==> config.mk <==
export PLATFORM = sky130hd
export DESIGN_NAME = uart_tx
export DESIGN_NICKNAME = d
export VERILOG_FILES = /design/src/rtl/uart_pkg.sv /design/src/rtl/uart_baud_cnt.sv /design/src/rtl/uart_tx.sv
export SDC_FILE = /design/constraint.sdc
export NUM_CORES = 1
export LEC_CHECK = 0
export CORE_MARGIN = 2
export CORE_UTILIZATION = 61
export CTS_BUF_LIST = sky130_fd_sc_hd__clkbuf_8
export CTS_CLUSTER_SIZE = 25
export DETAILED_ROUTE_END_ITERATION = 8
export GPL_TIMING_DRIVEN = 1
export PLACE_DENSITY_LB_ADDON = 0.25
export SLEW_MARGIN = 20
export SYNTH_ARGS = -nofsm -noshare
export SYNTH_HDL_FRONTEND = slang
export SYNTH_SLANG_ARGS = --single-unit
==> constraint.sdc <==
create_clock -name clk -period 4.5 [get_ports clk]
set_input_delay 1.125 -clock clk [delete_from_list [all_inputs] [get_ports clk]]
set_output_delay 1.125 -clock clk [all_outputs]
set_load 0.005 [all_outputs]
==> src/rtl/uart_pkg.sv <==
// Shared UART definitions: FSM state encoding, parity-type selectors and line levels.
// The transmitter and the receiver both import this package.
package uart_pkg;

  typedef enum logic [2:0] {
    IDLE   = 3'd0,
    START  = 3'd1,
    DATA   = 3'd2,
    PARITY = 3'd3,
    STOP   = 3'd4
  } uart_state_e;

  localparam logic PAR_EVEN  = 1'b0;
  localparam logic PAR_ODD   = 1'b1;
  localparam logic START_BIT = 1'b0;
  localparam logic STOP_BIT  = 1'b1;

endpackage

==> src/rtl/uart_baud_cnt.sv <==
// Bit-time counter: counts 0..prescale-1 and flags the last cycle of each bit.
// A prescale of 0 gives 2^PRESCALE_W cycles per bit through natural wrap of prescale-1.
module uart_baud_cnt #(
  parameter int PRESCALE_W = 6
) (
  input  logic                  clk,
  input  logic                  rst,
  input  logic                  clear,
  input  logic [PRESCALE_W-1:0] prescale,
  output logic                  bit_done
);

  logic [PRESCALE_W-1:0] cnt_reg;
  logic [PRESCALE_W-1:0] cnt_next;

  assign bit_done = (cnt_reg == (prescale - PRESCALE_W'(1)));

  always_comb begin
    cnt_next = cnt_reg + PRESCALE_W'(1);
    if (clear || bit_done) begin
      cnt_next = '0;
    end
  end

  always_ff @(posedge clk) begin
    if (rst) begin
      cnt_reg <= '0;
    end else begin
      cnt_reg <= cnt_next;
    end
  end

endmodule

==> src/rtl/uart_tx.sv <==
// UART transmitter: start bit, DATA_WIDTH payload bits LSB first, optional parity, stop bit.
// Frame settings are latched on accept so input changes mid-frame have no effect.
module uart_tx
  import uart_pkg::*;
#(
  parameter int DATA_WIDTH = 8,
  parameter int PRESCALE_W = 6
) (
  input  logic                  clk,
  input  logic                  rst,
  input  logic [DATA_WIDTH-1:0] p_data,
  input  logic                  data_valid,
  input  logic                  par_en,
  input  logic                  par_type,
  input  logic [PRESCALE_W-1:0] prescale,
  output logic                  tx_out,
  output logic                  busy
);

  localparam int IDX_W = (DATA_WIDTH > 1) ? $clog2(DATA_WIDTH) : 1;
  localparam logic [IDX_W-1:0] LAST_IDX = IDX_W'(DATA_WIDTH - 1);

  uart_state_e           state_reg, state_next;
  logic [DATA_WIDTH-1:0] data_reg, data_next;
  logic                  par_en_reg, par_en_next;
  logic                  par_type_reg, par_type_next;
  logic [PRESCALE_W-1:0] prescale_reg, prescale_next;
  logic [IDX_W-1:0]      bit_idx_reg, bit_idx_next;
  logic                  tx_out_reg, tx_out_next;
  logic                  busy_reg, busy_next;
  logic                  parity_bit;
  logic                  bit_done;

  // Counter is held at zero while idle so the start bit gets a full bit time.
  uart_baud_cnt #(
    .PRESCALE_W(PRESCALE_W)
  ) u_baud_cnt (
    .clk     (clk),
    .rst     (rst),
    .clear   (state_reg == IDLE),
    .prescale(prescale_reg),
    .bit_done(bit_done)
  );

  assign parity_bit = (par_type_reg == PAR_EVEN) ? (^data_reg) : (~^data_reg);

  always_comb begin
    state_next    = state_reg;
    data_next     = data_reg;
    par_en_next   = par_en_reg;
    par_type_next = par_type_reg;
    prescale_next = prescale_reg;
    bit_idx_next  = bit_idx_reg;

    case (state_reg)
      IDLE: begin
        if (data_valid) begin
          state_next    = START;
          data_next     = p_data;
          par_en_next   = par_en;
          par_type_next = par_type;
          prescale_next = prescale;
          bit_idx_next  = '0;
        end
      end
      START: begin
        if (bit_done) state_next = DATA;
      end
      DATA: begin
        if (bit_done) begin
          if (bit_idx_reg == LAST_IDX) begin
            bit_idx_next = '0;
            state_next   = par_en_reg ? PARITY : STOP;
          end else begin
            bit_idx_next = bit_idx_reg + IDX_W'(1);
          end
        end
      end
      PARITY: begin
        if (bit_done) state_next = STOP;
      end
      STOP: begin
        if (bit_done) state_next = IDLE;
      end
      default: state_next = IDLE;
    endcase

    // The line level is registered, so it is derived from where the FSM is going.
    case (state_next)
      START:   tx_out_next = START_BIT;
      DATA:    tx_out_next = data_next[bit_idx_next];
      PARITY:  tx_out_next = parity_bit;
      default: tx_out_next = STOP_BIT;
    endcase
    busy_next = (state_next != IDLE);
  end

  always_ff @(posedge clk) begin
    if (rst) begin
      state_reg    <= IDLE;
      data_reg     <= '0;
      par_en_reg   <= 1'b0;
      par_type_reg <= 1'b0;
      prescale_reg <= '0;
      bit_idx_reg  <= '0;
      tx_out_reg   <= 1'b1;
      busy_reg     <= 1'b0;
    end else begin
      state_reg    <= state_next;
      data_reg     <= data_next;
      par_en_reg   <= par_en_next;
      par_type_reg <= par_type_next;
      prescale_reg <= prescale_next;
      bit_idx_reg  <= bit_idx_next;
      tx_out_reg   <= tx_out_next;
      busy_reg     <= busy_next;
    end
  end

  assign tx_out = tx_out_reg;
  assign busy   = busy_reg;

endmodule

==> impl_metrics.csv, run 1 <==
group,metric,value,unit
worst_setup_path,critical_path_class,"flip-flop to flip-flop",
cells_and_area,nets,238,
cells_and_area,layout.cells.non_filler,246,
min_path,whs_endpoint,"u_baud_cnt.cnt_reg[0]$_SDFF_PP0_",
sta,finalHoldWorstSlack,0.468,ns
clock_tree,numCtsBuffers,5,
logic_synthesis,synth_edf_count,0,
drt,dr.pass1.iters,4,
min_path,holdPathStages,1,
status,outcome,"completed",
sta,slew_headroom,36.3,%
logic_synthesis,synthDistinctLibCells,42,
worst_setup_path,rr_startpoint,"prescale_reg[0]$_SDFFE_PP0P_",
clock_tree,ctsHoldBuffers,0,
drt,drc,0,
drt,wirelength,3370,um
logic_synthesis,syn_nets,219,
sta,hold_viol,0,
drt,avgViaCountPerCell,5.89,
floorplanning,row_count,18,
worst_setup_path,critPathLaunchType,"flip-flop",
global_route,first_global_vias,1349,
placement,post-dp-hpwl,2440,um
clock_tree,post_cts_resized,0,
global_route,grt_pass1_wl,5810,um
clock_tree,clkLatencyLatePin,0.28,ns
worst_setup_path,timing.reg2reg.setup_slack,1.32,ns
placement,port_buffers,20,
placement,routabilityCongestion,0.794,
power,p_leak,0.000672,uW
logic_synthesis,yosysTopAreaCell,"dfxtp_1",
floorplanning,die-area,3080,um^2
min_path,hold_class,"flip-flop to flip-flop",
cells_and_area,area_growth,18.7,%
global_route,antenna_found_initial,0,
min_path,holdCritStartpoint,"u_baud_cnt.cnt_reg[0]$_SDFF_PP0_",
floorplanning,coreArea,2500,um^2
cells_and_area,drive_above_1_share,7.87,%
drt,via_count,1450,
sta,worst_slew_pin_slew,0.956,ns
clock_tree,root_buffer,"clkbuf_8",
floorplanning,die_height,55.5,um
clock_tree,clock_sinks,30,
clock_tree,clk_pin_slew_worst_paths,0.07,ns
logic_synthesis,async_flop_share,0,%
logic_synthesis,postSynthCellCount,196,
placement,dp.cells,238,
sta,fin_crit_sh,70.6,%
logic_synthesis,yosysSeqAreaShare,37.1,%
logic_synthesis,synthTopCellsByArea,"dfxtp_1 37%, nand2_1 8.6%, xnor2_1 7.0%, a21oi_1 6.2%, nor2_1 3.5%",
sta,setup_viol,0,
clock_tree,post-cts-setup-buffer-count,0,
drt,ant_nets,0,
power,pwr_density_cell,324,nW/um^2
logic_synthesis,synth.avg_cell_area,8.25,um^2
clock_tree,cts_tree,"done",
drt,wl_per_cell,13.7,um
logic_synthesis,ys_seq_elements,30,
worst_setup_path,ff2ff_path_depth,9,
floorplanning,start_util,64.7,%
worst_setup_path,endpoint_kind,"flip-flop",
sta,skew,0.00353,ns
global_route,grt_max_degree,24,
floorplanning,die_width,55.5,um
sta,clock.fmax,0.315,GHz
worst_setup_path,critPathRequiredTime,4.67,ns
logic_synthesis,synth_ff_type,"dfxtp_1",
sta,tns,0,ns
cells_and_area,diodes,0,
global_route,grt.total_usage,23.8,%
clock_tree,clk_path_buf_depth,2,
worst_setup_path,timing.rr.end,"tx_out$_SDFF_PP1_",
worst_setup_path,path_max_fanout,11,
global_route,grt_overflow,0,
drt,first_iter_violations,42,
logic_synthesis,synth_warnings,0,
sta,period_needed,3.18,ns
worst_setup_path,worstPathArrival,3.35,ns
sta,slew_viol_final,0,
floorplanning,io_pins,21,
power,peakVddDrop,0.000327,V
sta,rsz0062_at_grt,"false",
logic_synthesis,yosysTopAreaCellShare,37.1,%
cells_and_area,largest_reg_flops,8,
clock_tree,htree_levels,2,
logic_synthesis,syn-cell-area,1620,um^2
flow_run,cap_viol_max_count,0,
how the worst max path moves through the flow:
| stage | from | end | slack (ns) | cells after the start |
|---|---|---|---|---|
| final | prescale_reg[0]$_SDFFE_PP0P_ | tx_out$_SDFF_PP1_ | 1.32 | 9 |
| after detailed placement | data_valid | busy$_SDFF_PP0_ | 1.32 | 6 |
| after global routing | prescale_reg[0]$_SDFFE_PP0P_ | tx_out$_SDFF_PP1_ | 1.13 | 9 |
| after CTS | prescale_reg[0]$_SDFFE_PP0P_ | tx_out$_SDFF_PP1_ | 1.36 | 9 |
| after global placement | data_valid | busy$_SDFF_PP0_ | 1.34 | 6 |
| after floorplan | prescale_reg[0]$_SDFFE_PP0P_ | tx_out$_SDFF_PP1_ | 1.69 | 8 |
synth_stat cells (2+ instances only):
library cell / count
a211o_1: 2
nand2_1: 37
o21ai_0: 2
or4_1: 4
a2111o_1: 2
a2111oi_2: 2
a211oi_1: 2
or3_1: 3
xor2_1: 6
o21a_1: 2
dfxtp_1: 30
inv_1: 7
nand3_1: 5
nor2_1: 15
nor3_1: 5
a21oi_1: 20
xnor2_1: 13
nor2b_1: 2
ha_1: 4
clkbuf_1: 8
and2_1: 3
o21ai_1: 2
critical path, stage by stage, from the launching register on:
cell      delay [ns]
dfxtp_1         0.40
inv_1           0.06
ha_1            0.23
and2_1          0.17
a211o_1         0.31
a32oi_1         0.71
o21ai_0         0.38
a211oi_4        0.33
o21ai_1         0.12
o311a_1         0.35
cells by family after synthesis:
group	after synthesis	share of synthesized area, %
AO/OA/AOI/OAI	47	21.3
buffers and inverters	15	3.48
multiplexers	1	0.619
XOR/XNOR	19	10.3
AND/OR/NAND/NOR	80	24.1
flip-flops	30	37.1
adder cells (fa/ha/maj)	4	3.09
per-layer routing:
| layer | track usage [%] | up-vias | share of wire [%] |
|---|---|---|---|
| met5 | 0 | - | 0 |
| met4 | 6.27 | 0 | 1.7 |
| met3 | 7.73 | 11 | 5.3 |
| met2 | 41.0 | 44 | 48 |
| met1 | 28.3 | 671 | 45 |
| li1 | - | 724 | - |
power by group:
group	internal, uW	switching, uW	total (uW)
Clock	123	104	227
Combinational	50.0	54.9	105
Sequential	278	12.5	291
cells in the final DEF, fill, tap and decap left out, types with 3 or more instances in the layout:
| cell | Yosys | layout |
|---|---|---|
| xnor2_1 | 13 | 13 |
| nor2_1 | 15 | 15 |
| inv_1 | 7 | 7 |
| a21oi_1 | 20 | 20 |
| nand3_1 | 5 | 5 |
| xor2_1 | 6 | 6 |
| nor3_1 | 5 | 5 |
| clkdlybuf4s50_1 | 0 | 20 |
| dfxtp_1 | 30 | 30 |
| clkbuf_8 | 0 | 6 |
| or3_1 | 3 | 3 |
| and2_1 | 3 | 3 |
| or4_1 | 4 | 4 |
| ha_1 | 4 | 4 |
| nand2_1 | 37 | 37 |
layout make-up:
type / instances / area (um^2)
tap: 30 / 37.5
multi-input combinational: 151 / 961
clock buffer: 6 / 82.6
inverter: 7 / 26.3
clock inverter: 2 / 12.5
fill: 199 / 579
timing repair buffer: 20 / 200
sequential: 30 / 601
stage by stage:
step	cell area, um^2	util (%)	setup WS (ns)	power (uW)
finish	1920	76.8	1.32	622
global route	1920	76.8	1.13	652
CTS	1920	76.8	1.36	624
detailed placement	1830	73.0	1.32	401
global placement	1830	73.0	1.34	396
floorplan	1620	-	1.69	366
(Power assumes the default switching activity.)
==> run 2: changes to the inputs <==
--- a/config.mk
+++ b/config.mk
@@ -6,7 +6,7 @@
 export NUM_CORES = 1
 export LEC_CHECK = 0
 export CORE_MARGIN = 2
-export CORE_UTILIZATION = 61
+export CORE_UTILIZATION = 57
 export CTS_BUF_LIST = sky130_fd_sc_hd__clkbuf_8
 export CTS_CLUSTER_SIZE = 25
 export DETAILED_ROUTE_END_ITERATION = 8
==> constraint.sdc (replaced) <==
create_clock -name clk -period 3.15 [get_ports clk]
set_input_delay 0.7875 -clock clk [delete_from_list [all_inputs] [get_ports clk]]
set_output_delay 0.7875 -clock clk [all_outputs]
set_load 0.005 [all_outputs]
==> run 2 against run 1 <==
Against the previous run: final area grew 2.3%; final cell count up 1.6%; maximum frequency grew 4.4%; routed wire length grew 11%; clock skew is 0.0019 ns higher; worst hold slack better by 0.0080 ns; critical path depth shrank 1; largest power group unchanged.
==> impl_metrics.csv, run 2 (synthesis gave the netlist of run 1 again) <==
group,metric,value,unit
sta,slew_headroom,62.0,%
sta,skew,0.00539,ns
worst_setup_path,path_max_fanout,6,
placement,routabilityCongestion,0.896,
status,outcome,"completed",
power,p_leak,0.000687,uW
clock_tree,numCtsBuffers,5,
worst_setup_path,cpPeakStageDelay,0.58,ns
worst_setup_path,worstPathArrival,3.21,ns
clock_tree,clk_pin_slew_worst_paths,0.06,ns
cells_and_area,finalCoreUtilization,71.9,%
global_route,antenna_found_initial,0,
global_route,grt_max_degree,16,
cells_and_area,layout.cells.most_common,"nand2_1",
cells_and_area,multiInputGateArea,981,um^2
drt,via_count,1477,
placement,place_ws,0.0625,ns
cells_and_area,area_growth,21.4,%
global_route,grt.total_usage,24.4,%
drt,dr.pass1.iters,4,
global_route,grt_overflow,0,
power,p_seq_share,46.2,%
sta,period_needed,3.04,ns
drt,ant_nets,0,
sta,tns,0,ns
sta,setup_viol,0,
floorplanning,row_count,19,
worst_setup_path,path_delay_family,"simple AND/OR/NAND/NOR gates",
power,peakVddDrop,0.000437,V
sta,clock.fmax,0.329,GHz
cells_and_area,most-common-layout-cells,"37 x nand2_1, 30 x dfxtp_1, 20 x a21oi_1, 20 x clkdlybuf4s50_1, 15 x nor2_1",
cells_and_area,diodes,0,
placement,post-dp-hpwl,2660,um
floorplanning,io_pins,21,
power,p_int,649,uW
clock_tree,clk_path_buf_depth,2,
cells_and_area,nets,241,
power,pwr-share-comb,18.1,%
cells_and_area,drive_above_1_share,9.59,%
worst_setup_path,cp_slowest_cell,"or4_1",
sta,rsz0062_at_grt,"false",
clock_tree,clkLatencyLatePin,0.28,ns
clock_tree,ctsHoldBuffers,0,
cells_and_area,largest_reg_flops,8,
floorplanning,start_util,59.2,%
clock_tree,root_buffer,"clkbuf_8",
global_route,grt_pass1_wl,6150,um
power,switching_share,27.9,%
floorplanning,die_height,57.3,um
drt,drc,0,
sta,fin_crit_sh,96.6,%
sta,worst_slew_pin_slew,0.570,ns
cells_and_area,seq_area,601,um^2
flow_run,cap_viol_max_count,0,
power,power.switching,251,uW
floorplanning,die_width,57.3,um
worst_setup_path,cp_num_buf_inv,0,
sta,fin_ws,0.108,ns
clock_tree,htree_levels,2,
min_path,hold_class,"flip-flop to flip-flop",
global_route,first_global_vias,1426,
floorplanning,coreArea,2730,um^2
floorplanning,die-area,3280,um^2
drt,avgViaCountPerCell,5.91,
worst_setup_path,critPathRequiredTime,3.32,ns
clock_tree,clock_sinks,30,
worst_setup_path,critPathLaunchType,"flip-flop",
placement,port_buffers,20,
clock_tree,post-cts-setup-buffer-count,0,
sta,slew_viol_final,0,
cells_and_area,n_fill_cell,213,
drt,first_iter_violations,65,
worst_setup_path,worstPathCellList,"or4_1 -> or3_4 -> a2111o_1 -> nor4_4 -> nor2_2 -> a2111oi_2 -> a211oi_1 -> o311a_1",
sta,hold_viol,0,
worst_setup_path,endpoint_kind,"flip-flop",
worst_setup_path,critical_path_class,"flip-flop to flip-flop",
drt,wirelength,3730,um
power,pwr_density_cell,458,nW/um^2
drt,wl_per_cell,14.9,um
clock_tree,cts_tree,"done",
power,power_frac_clock,35.7,%
run 2: cell types whose count changed in the layout (fill, tap and decap cells not counted), sizes merged:
cell  previous run  this run
buf              0         3
run 2: what timing repair did:
item                       in CTS  in global routing
hold endpoints to repair        0                  0
resized for setup               0                  2
setup endpoints to repair       0                  2
run 2: layout make-up:
type	count	share of cell area (%)
multi-input combinational	151	49.9
sequential	30	30.6
timing repair buffer	23	11.3
clock buffer	6	4.20
tap	31	1.97
inverter	7	1.34
clock inverter	2	0.637
run 2: final timing paths:
check | startpoint | endpoint | slack [ns] | depth (start not counted)
worst min-delay path | prescale_reg[5]$_SDFFE_PP0P_ | prescale_reg[5]$_SDFFE_PP0P_ | 0.48 | 2
worst max-delay path | prescale_reg[0]$_SDFFE_PP0P_ | tx_out$_SDFF_PP1_ | 0.11 | 8
worst min register to register | prescale_reg[5]$_SDFFE_PP0P_ | prescale_reg[5]$_SDFFE_PP0P_ | 0.48 | 2
worst max register to register | prescale_reg[0]$_SDFFE_PP0P_ | tx_out$_SDFF_PP1_ | 0.11 | 8
run 2: per-stage QoR:
step	power (uW)	cells	cell area, um^2	hold WS [ns]
detailed placement	578	242	1850	0.466
CTS	897	250	1940	0.476
global route	937	250	1960	0.506
global placement	571	242	1850	0.453
floorplan	523	196	1620	0.436
finish	901	250	1960	0.476
run 2: per-layer routing:
metal / global-route usage, % / wire length, um / vias to the layer above
met3: 5.22 / 257 / 11
met4: 12.6 / 87 / 0
met5: 0 / 0 / -
met1: 30.2 / 1520 / 681
met2: 39.9 / 1860 / 55
li1: - / - / 730
run 2: worst min-delay path, stage by stage (launching register included):
cell and delay [ns]:
dfxtp_1 0.32, nand2_1 0.06, a21oi_1 0.05
run 2: power groups by stage:
stage	Combinational, uW	Sequential [uW]	Clock (uW)
finish	163	416	322
global route	176	418	343
CTS	156	415	326
detailed placement	154	424	0
global placement	149	422	0
floorplan	104	419	0
==> run 3: changes to the inputs <==
--- a/config.mk
+++ b/config.mk
@@ -5,6 +5,7 @@
 export SDC_FILE = /design/constraint.sdc
 export NUM_CORES = 1
 export LEC_CHECK = 0
+export ABC_AREA = 1
 export CORE_MARGIN = 2
 export CORE_UTILIZATION = 57
 export CTS_BUF_LIST = sky130_fd_sc_hd__clkbuf_8
==> constraint.sdc (replaced) <==
create_clock -name clk -period 3.15 [get_ports clk]
set_input_delay 0.7875 -clock clk [delete_from_list [all_inputs] [get_ports clk]]
set_output_delay 0.7875 -clock clk [all_outputs]
set_load 0.02 [all_outputs]
==> run 3 against run 2 <==
Against the previous run: clock-buffer cell count is the same; register-to-register slack gained 0.96 ns; utilization grew 0.24 points; flip-flop and latch count is the same; via count grew 4.3%; worst hold slack lost 0.0093 ns; synthesized cell count grew 32%; maximum frequency grew 27%; worst setup slack gained 0.65 ns; critical path depth grew 2.
==> impl_metrics.csv, run 3 <==
group,metric,value,unit
logic_synthesis,synth_edf_count,0,
power,p_int,675,uW
floorplanning,coreArea,2830,um^2
global_route,grt_pass1_wl,5810,um
min_path,holdPathStages,2,
placement,post-dp-hpwl,2430,um
cells_and_area,most-common-layout-cells,"63 x nand2_1, 41 x nor2_1, 33 x inv_1, 30 x dfxtp_1, 20 x clkdlybuf4s50_1",
worst_setup_path,timing.rr.end,"tx_out$_SDFF_PP1_",
logic_synthesis,synth_ff_type,"dfxtp_1",
power,switching_share,29.4,%
worst_setup_path,ff2ff_path_depth,12,
drt,avgViaCountPerCell,4.94,
drt,first_iter_violations,78,
power,p_leak,0.000939,uW
global_route,gr-usage-met3,5.24,%
drt,ant_nets,0,
sta,slew_viol_final,0,
drt,wl_per_cell,10.5,um
drt,via_count,1541,
logic_synthesis,yosysSeqAreaShare,34.7,%
clock_tree,ctsHoldBuffers,0,
clock_tree,clkLatencyLatePin,0.28,ns
global_route,first_global_vias,1363,
min_path,hold_class,"flip-flop to flip-flop",
power,pwr_density_cell,469,nW/um^2
floorplanning,start_util,61.1,%
sta,period_needed,2.39,ns
clock_tree,post-cts-setup-buffer-count,0,
global_route,antenna_found_initial,0,
power,p_seq_share,44.7,%
logic_synthesis,synth_warnings,0,
sta,fin_crit_sh,76.0,%
logic_synthesis,yosysMostFrequentCell,"nand2_1",
sta,finalHoldWorstSlack,0.467,ns
worst_setup_path,rr_startpoint,"state_reg[0]$_SDFF_PP0_",
logic_synthesis,synthTopCellsByArea,"dfxtp_1 35%, nand2_1 14%, nor2_1 8.9%, inv_1 7.2%, nand3_1 5.5%",
sta,rsz0062_at_grt,"false",
power,power_frac_clock,31.1,%
cells_and_area,diodes,0,
global_route,grt.total_usage,22.4,%
cells_and_area,final_area,2040,um^2
worst_setup_path,timing.reg2reg.setup_slack,1.07,ns
logic_synthesis,syn_nets,282,
sta,skew,0.00451,ns
sta,clock.fmax,0.418,GHz
floorplanning,row_count,19,
cells_and_area,finalCoreUtilization,72.1,%
worst_setup_path,path_max_fanout,21,
worst_setup_path,critical_path_class,"input pin to flip-flop",
cells_and_area,layout.cells.most_common,"nand2_1",
placement,port_buffers,20,
floorplanning,io_pins,21,
clock_tree,root_buffer,"clkbuf_8",
placement,place_ws,0.507,ns
floorplanning,die-area,3490,um^2
worst_setup_path,startpoint,"data_valid",
sta,worst_slew_pin_slew,0.638,ns
cells_and_area,n_fill_cell,227,
status,outcome,"completed",
placement,placed_area,1960,um^2
worst_setup_path,endpoint_kind,"flip-flop",
clock_tree,clk_path_buf_depth,2,
logic_synthesis,syn-cell-area,1730,um^2
cells_and_area,nets,305,
clock_tree,post_cts_resized,0,
drt,dr.pass1.iters,4,
logic_synthesis,synth.avg_cell_area,6.68,um^2
logic_synthesis,synthDistinctLibCells,28,
worst_setup_path,critPathLaunchType,"input pin",
cells_and_area,largest_reg_flops,8,
logic_synthesis,synth_commonest_cells,"63 x nand2_1, 41 x nor2_1, 33 x inv_1",
cells_and_area,area_growth,17.9,%
sta,slew_headroom,57.4,%
drt,wirelength,3270,um
clock_tree,htree_levels,2,
clock_tree,clk_pin_slew_worst_paths,0.06,ns
power,power.switching,281,uW
drt,drc,0,
sta,hold_viol,0,
global_route,busiest_layer,"met2",
min_path,holdCritStartpoint,"par_en_reg$_SDFFE_PP0P_",
min_path,whs_endpoint,"par_en_reg$_SDFFE_PP0P_",
global_route,met2_usage,32.2,%
sta,tns,0,ns
worst_setup_path,critPathRequiredTime,3.31,ns
logic_synthesis,ys_seq_elements,30,
floorplanning,die_width,59.1,um
sta,fin_ws,0.757,ns
logic_synthesis,yosysTopAreaCell,"dfxtp_1",
flow_run,cap_viol_max_count,0,
clock_tree,clock_sinks,30,
power,pwr-share-comb,24.2,%
worst_setup_path,worstPathArrival,2.56,ns
power,peakVddDrop,0.000384,V
global_route,grt_max_degree,22,
logic_synthesis,postSynthCellCount,259,
logic_synthesis,yosysTopAreaCellShare,34.7,%
clock_tree,numCtsBuffers,5,
global_route,met1_usage,30.7,%
floorplanning,die_height,59.1,um
placement,routabilityCongestion,0.880,
logic_synthesis,async_flop_share,0,%
sta,setup_viol,0,
clock_tree,cts_tree,"done",
cells_and_area,drive_above_1_share,8.54,%
global_route,grt_overflow,0,
run 3: worst max-delay path, cell delays in order:
cell and delay [ns]:
clkdlybuf4s50_1 0.53, nand2_1 0.40, o21ai_0 0.37, inv_1 0.06, nand3_1 0.08, nand3_1 0.08
nand2_1 0.06, nand2_1 0.04, nand3_1 0.07, nand3_1 0.06
run 3: power by group through the flow:
stage | Clock, uW | Sequential [uW] | Combinational (uW)
6_report | 297 | 428 | 232
3_3_place_gp | 0 | 435 | 227
4_1_cts | 306 | 428 | 232
5_1_grt | 318 | 431 | 265
2_1_floorplan | 0 | 435 | 170
3_5_place_dp | 0 | 435 | 229
run 3: worst max path at each step:
stage                                    to  slack (ns)
final                     tx_out$_SDFF_PP1_        0.76
after global placement    tx_out$_SDFF_PP1_        0.53
after floorplan           tx_out$_SDFF_PP1_        1.30
after detailed placement  tx_out$_SDFF_PP1_        0.51
after global routing      tx_out$_SDFF_PP1_        0.37
after CTS                 tx_out$_SDFF_PP1_        0.77
run 3: layout make-up:
| type | count | area, um^2 | share of cell area [%] |
|---|---|---|---|
| repair buffers | 22 | 215 | 10.6 |
| well taps | 31 | 38.8 | 1.90 |
| flip-flops and latches | 30 | 601 | 29.4 |
| clock buffers | 6 | 82.6 | 4.05 |
| inverters | 39 | 146 | 7.18 |
| multi-input cells | 184 | 956 | 46.9 |
run 3: cells by family after synthesis:
group / Yosys count / synth area share [%]
xor+xnor: 10 / 5.06
buf+inv: 45 / 9.99
compound gates: 28 / 9.70
fa+ha+maj: 4 / 2.89
mux: 1 / 0.579
simple gates: 141 / 37.0
flops: 30 / 34.7
run 3: stage by stage:
stage | power [uW] | instances
detailed placement | 664 | 306
floorplan | 605 | 259
global route | 1010 | 312
global placement | 662 | 306
CTS | 966 | 312
finish | 957 | 312
run 3: layer usage:
metal,part of all wire [%],vias up
met4,2.2,0
met3,4.2,6
met1,53,650
li1,-,858
met5,0,-
met2,41,27
